`config.mk`:
```
export PLATFORM = sky130hd
export DESIGN_NAME = wb_port_arbiter
export DESIGN_NICKNAME = d
export VERILOG_FILES = /design/src/rtl/wb_port_arbiter.sv
export SDC_FILE = /design/constraint.sdc
export NUM_CORES = 1
export LEC_CHECK = 0
export CAP_MARGIN = 25
export CELL_PAD_IN_SITES_DETAIL_PLACEMENT = 0
export CELL_PAD_IN_SITES_GLOBAL_PLACEMENT = 1
export CORE_MARGIN = 2
export CORE_UTILIZATION = 29
export DETAILED_ROUTE_END_ITERATION = 10
export PLACE_DENSITY_LB_ADDON = 0.1
export SETUP_SLACK_MARGIN = 0.3
export SYNTH_ARGS = -nofsm -noshare
export SYNTH_HDL_FRONTEND = slang
export SYNTH_SLANG_ARGS = --single-unit
```
`constraint.sdc`:
```
create_clock -name clk -period 2.3 [get_ports clk]
set_input_delay 0.46 -clock clk [delete_from_list [all_inputs] [get_ports clk]]
set_output_delay 0.46 -clock clk [all_outputs]
set_load 0.01 [all_outputs]
```
`src/rtl/wb_port_arbiter.sv`:
```
// wb_port_arbiter: arbitrates the register-file write port between core writeback,
// LSU load responses and mul/div responses; tracks pending destinations.
`default_nettype none

module wb_port_arbiter #(
  parameter int XLEN         = 32,
  parameter int STARVE_LIMIT = 4
) (
  input  logic            clk,
  input  logic            rst_n,
  input  logic            core_valid,
  input  logic [4:0]      core_rd,
  input  logic [1:0]      result_src,
  input  logic [XLEN-1:0] alu_result,
  input  logic [XLEN-1:0] pc_plus4,
  output logic            core_stall,
  input  logic            lsu_valid,
  input  logic [4:0]      lsu_rd,
  input  logic [XLEN-1:0] lsu_data,
  output logic            lsu_ready,
  input  logic            md_issue,
  input  logic [4:0]      md_issue_rd,
  input  logic            md_valid,
  input  logic [4:0]      md_rd,
  input  logic [XLEN-1:0] md_data,
  output logic            md_ready,
  input  logic [4:0]      rs1,
  input  logic [4:0]      rs2,
  output logic            hazard,
  output logic            rf_we,
  output logic [4:0]      rf_waddr,
  output logic [XLEN-1:0] rf_wdata
);

  localparam logic [3:0] LIMIT = 4'(STARVE_LIMIT);

  typedef enum logic [1:0] {
    GNT_NONE = 2'd0,
    GNT_CORE = 2'd1,
    GNT_LSU  = 2'd2,
    GNT_MD   = 2'd3
  } gnt_e;

  gnt_e            gnt;
  logic            core_req;
  logic            load_issue;
  logic            starved;
  logic            rr_q, rr_d;          // 0: LSU preferred, 1: MD preferred
  logic [3:0]      starve_q, starve_d;
  logic [31:0]     pending_q, pending_d;
  logic [31:0]     set_v, clr_v;
  logic            we_d;
  logic [4:0]      waddr_d;
  logic [XLEN-1:0] wdata_d;

  assign core_req   = core_valid & (result_src != 2'b01);
  assign load_issue = core_valid & (result_src == 2'b01);
  assign starved    = (starve_q == LIMIT);

  always_comb begin
    gnt  = GNT_NONE;
    rr_d = rr_q;
    if (core_req && starved) begin
      gnt = GNT_CORE;
    end else if (lsu_valid && md_valid) begin
      gnt  = rr_q ? GNT_MD : GNT_LSU;
      rr_d = ~rr_q;
    end else if (lsu_valid) begin
      gnt = GNT_LSU;
    end else if (md_valid) begin
      gnt = GNT_MD;
    end else if (core_req) begin
      gnt = GNT_CORE;
    end
  end

  assign core_stall = core_req & (gnt != GNT_CORE);
  assign lsu_ready  = (gnt == GNT_LSU);
  assign md_ready   = (gnt == GNT_MD);

  always_comb begin
    starve_d = starve_q;
    if (gnt == GNT_CORE) begin
      starve_d = '0;
    end else if (core_stall && !starved) begin
      starve_d = starve_q + 4'd1;
    end
  end

  always_comb begin
    waddr_d = rf_waddr;
    wdata_d = rf_wdata;
    case (gnt)
      GNT_CORE: begin
        waddr_d = core_rd;
        wdata_d = result_src[1] ? pc_plus4 : alu_result;
      end
      GNT_LSU: begin
        waddr_d = lsu_rd;
        wdata_d = lsu_data;
      end
      GNT_MD: begin
        waddr_d = md_rd;
        wdata_d = md_data;
      end
      default: ;
    endcase
    we_d = (gnt != GNT_NONE) && (waddr_d != 5'd0);
  end

  // A new issue to a register overrides a same-cycle retirement to it.
  always_comb begin
    set_v = '0;
    clr_v = '0;
    if (load_issue) set_v[core_rd] = 1'b1;
    if (md_issue)   set_v[md_issue_rd] = 1'b1;
    set_v[0] = 1'b0;
    if (lsu_ready) clr_v[lsu_rd] = 1'b1;
    if (md_ready)  clr_v[md_rd] = 1'b1;
    pending_d = (pending_q & ~clr_v) | set_v;
  end

  assign hazard = pending_q[rs1] | pending_q[rs2];

  always_ff @(posedge clk or negedge rst_n) begin
    if (!rst_n) begin
      rr_q      <= 1'b0;
      starve_q  <= '0;
      pending_q <= '0;
      rf_we     <= 1'b0;
      rf_waddr  <= '0;
      rf_wdata  <= '0;
    end else begin
      rr_q      <= rr_d;
      starve_q  <= starve_d;
      pending_q <= pending_d;
      rf_we     <= we_d;
      rf_waddr  <= waddr_d;
      rf_wdata  <= wdata_d;
    end
  end

endmodule

`default_nettype wire

```
==> key figures <==
CTS
  – H-tree depth: 3
  – CTS tree: done
  – Clock buffer depth: 2
  – CTS sink cnt: 75
  – Clock root buffer: clkbuf_16
  – Worst-path clk slew: 0.06 ns
  – Clk Latency, worst-skew pair: 0.34 ns
  – Total CTS buffers: 9
  – CTS Hold Bufs: 0

Outcome
  – Violated checks: setup timing
  – Status: complete, but fails checks

Place
  – Placed Cells: 974
  – Detailed Place HPWL: 16600 µm
  – Placer Congestion: 0.905
  – IO buf count: 207

Finish
  – Area of the multi-input gates: 3680 µm²
  – Final Non-Filler Cells: 1012
  – Final #Nets: 949
  – Commonest non-fill, non-tap cell in the layout: clkdlybuf4s50_1
  – Sequential Area: 1880 µm²
  – Most frequent cells in the layout: 193 x clkdlybuf4s50_1, 77 x buf_4, 74 x dfrtp_1, 36 x o22ai_1, 31 x mux2i_1
  – Share of layout cells above drive strength 1: 0.373
  – Syn-to-layout area delta: 85.7%
  – Final core utilization: 0.546
  – Fill cells: 1542

Power and ir drop
  – Clock power share: 0.217
  – Psw: 2.33 mW
  – Design Power: 6.92 mW
  – Switch share: 0.337
  – Flop pwr share: 0.304
  – Pleak: 3.63 nW
  – Pint: 4.59 mW
  – VDD IR-drop max: 382 µV
  – Comb power frac: 0.479
  – PwrDens: 737 nW/µm²

Setup path
  – CP endpoint kind: output port
  – Crit path max fanout: 3
  – Setup crit start kind: flop
  – R2r worst-path depth: 9
  – WP data required: 1.84 ns
  – Worst path arrival time: 2.09 ns
  – Critical path class: flop to output port

Synthesis
  – Top FF cell, synth: dfrtp_1
  – Cells after Synth: 490
  – Synthesized Nets: 658
  – Synth Warn #: 0
  – Syn avg cell area: 10.3 µm²
  – Post-synth ARST share: 1.00
  – EDFF count, synth: 0
  – Netlist cell types: 54
  – Mapped Area: 5050 µm²
  – Number of synthesized register bits: 75
  – Seq/Total Area, Yosys: 0.371

Route
  – WL per Instance: 22.9 µm
  – Vias per std cell: 5.60
  – Total number of vias: 5667
  – Routed Antenna Nets: 0
  – Initial DRC count: 283
  – Final WL: 23200 µm
  – Drt pass-1 iters: 5
  – DR DRC count: 0

Timing
  – Crit share post-route: 1.11
  – Crit path time final: 2.55 ns
  – Hold Fails Final Rpt: 0
  – Final setup fails: 1
  – Slew @ Worst Pin: 0.648 ns
  – Final WS setup: -0.250 ns
  – RSZ-0062 raised after global routing: true
  – Slew margin rel.: 0.567
  – Max Slew Vio Count: 0
  – F_max: 392 MHz
  – Setup Skew: 0.00486 ns

Global route
  – Global-route wire length before repair: 33900 µm
  – Largest net degree at the start of global routing: 40
  – GRT Total Usage: 0.243
  – GRT Residual Overflow: 0
  – Initial antenna violation count: 3
  – Number of global-route vias before repair: 5847

Floorplanning
  – Die width: 136 µm
  – Initial core utilization: 0.294
  – Num ports: 208
  – Die area: 18500 µm²
  – Die Span Y: 136 µm
  – Core ar.: 17200 µm²
  – Std-Cell Rows: 48

Run
  – Max_cap viols: 0

Worst hold path
  – Hold Crit Class: input pin to asynchronous set/reset pin
==> power groups by stage <==
stage	registers [mW]	clock network, mW	logic, mW
6_report	2.10	1.50	3.32
5_1_grt	2.14	1.58	3.54
4_1_cts	2.08	1.53	2.87
3_5_place_dp	2.08	0	2.69
3_3_place_gp	2.09	0	2.65
2_1_floorplan	2.04	0	1.20
==> cells by family (layout without fill, tap and decap cells) <==
logic type / Yosys count / count (layout) / share of synthesized area
AND/OR/NAND/NOR: 114 / 114 / 0.127
buffers and inverters: 51 / 347 / 0.0443
adder cells (fa/ha/maj): 2 / 2 / 0.00495
AO/OA/AOI/OAI: 173 / 173 / 0.251
flip-flops: 75 / 75 / 0.371
other: 0 / 1 / 0
multiplexers: 71 / 71 / 0.195
XOR/XNOR: 4 / 4 / 0.00694
==> critical path: stages, from the launching register on <==
cell and delay, ns:
dfrtp_1 0.44, mux4_2 0.49, mux4_2 0.48, mux2i_1 0.14
nand2_1 0.06, buf_2 0.13
==> worst paths after layout <==
check	start	end	slack (ns)
max in group asynchronous	rst_n	rf_waddr[0]	1.71
min reg2reg	rf_wdata[0]	rf_wdata[0]	0.53
min in group clk	rf_wdata[0]	rf_wdata[0]	0.53
min	rst_n	pending_q[3]	0.03
max	pending_q[28]	hazard	-0.25
max reg2reg	starve_q[1]	pending_q[28]	0.11
==> routing by layer <==
layer,share of wire,track usage,up-vias
li1,-,-,2561
met3,0.077,0.0712,37
met2,0.50,0.409,221
met4,0.023,0.0851,4
met5,0.0011,0,-
met1,0.40,0.296,2844
==> repair_timing <==
item | CTS | global route
buffers inserted | 5 | 8
setup endpoints to repair | 73 | 72
pin swaps | 24 | 37
resized for setup | 87 | 108
gates cloned | 1 | 7
==> cell type report <==
type / instances / area share
diodes: 1 / 0.000267
clock inverters: 4 / 0.00507
well taps: 225 / 0.0300
multi-input cells: 364 / 0.392
flip-flops and latches: 75 / 0.200
inverters: 12 / 0.00480
repair buffers: 319 / 0.339
clock buffers: 12 / 0.0284
==> cells in the mapped netlist (all sizes together) (3+ instances only) <==
cell type	count	area, µm²
mux2i	32	320
or3	6	37.5
dfrtp	75	1880
mux4	20	450
nor3	6	30.0
inv	12	45.0
o22a	3	26.3
mux2	19	214
nor2	34	130
a21oi	40	200
nand4b	3	26.3
or4	3	22.5
o21ai	10	50.0
nand2b	4	25.0
o22ai	46	288
a31o	3	26.3
nand3b	13	101
nand3	13	65.1
nand2	9	33.8
a21o	5	37.5
clkbuf	21	80.1
and2	3	18.8
o211ai	3	22.5
o221ai	48	464
or3b	7	61.3
nand4	3	18.8
buf	18	98.8
==> per-stage QoR <==
stage	area (µm²)	setup slack, ns	setup TNS [ns]	hold WS [ns]
CTS	8620	-0.244	-0.244	0.0383
detailed placement	7990	-0.953	-10.10	0.404
global route	9380	-0.302	-0.302	0.0535
finish	9380	-0.250	-0.250	0.0343
floorplan	5130	0.106	0	0.164
global placement	7990	-0.930	-7.00	0.410
==> registers in the layout (all words and copies together), names as in the netlist <==
register and count:
rf_waddr 5, pending_q 32, starve_q 4, rf_we 1, rr_q 1, rf_wdata 32
No activity file was read; power rests on OpenSTA's default activity.
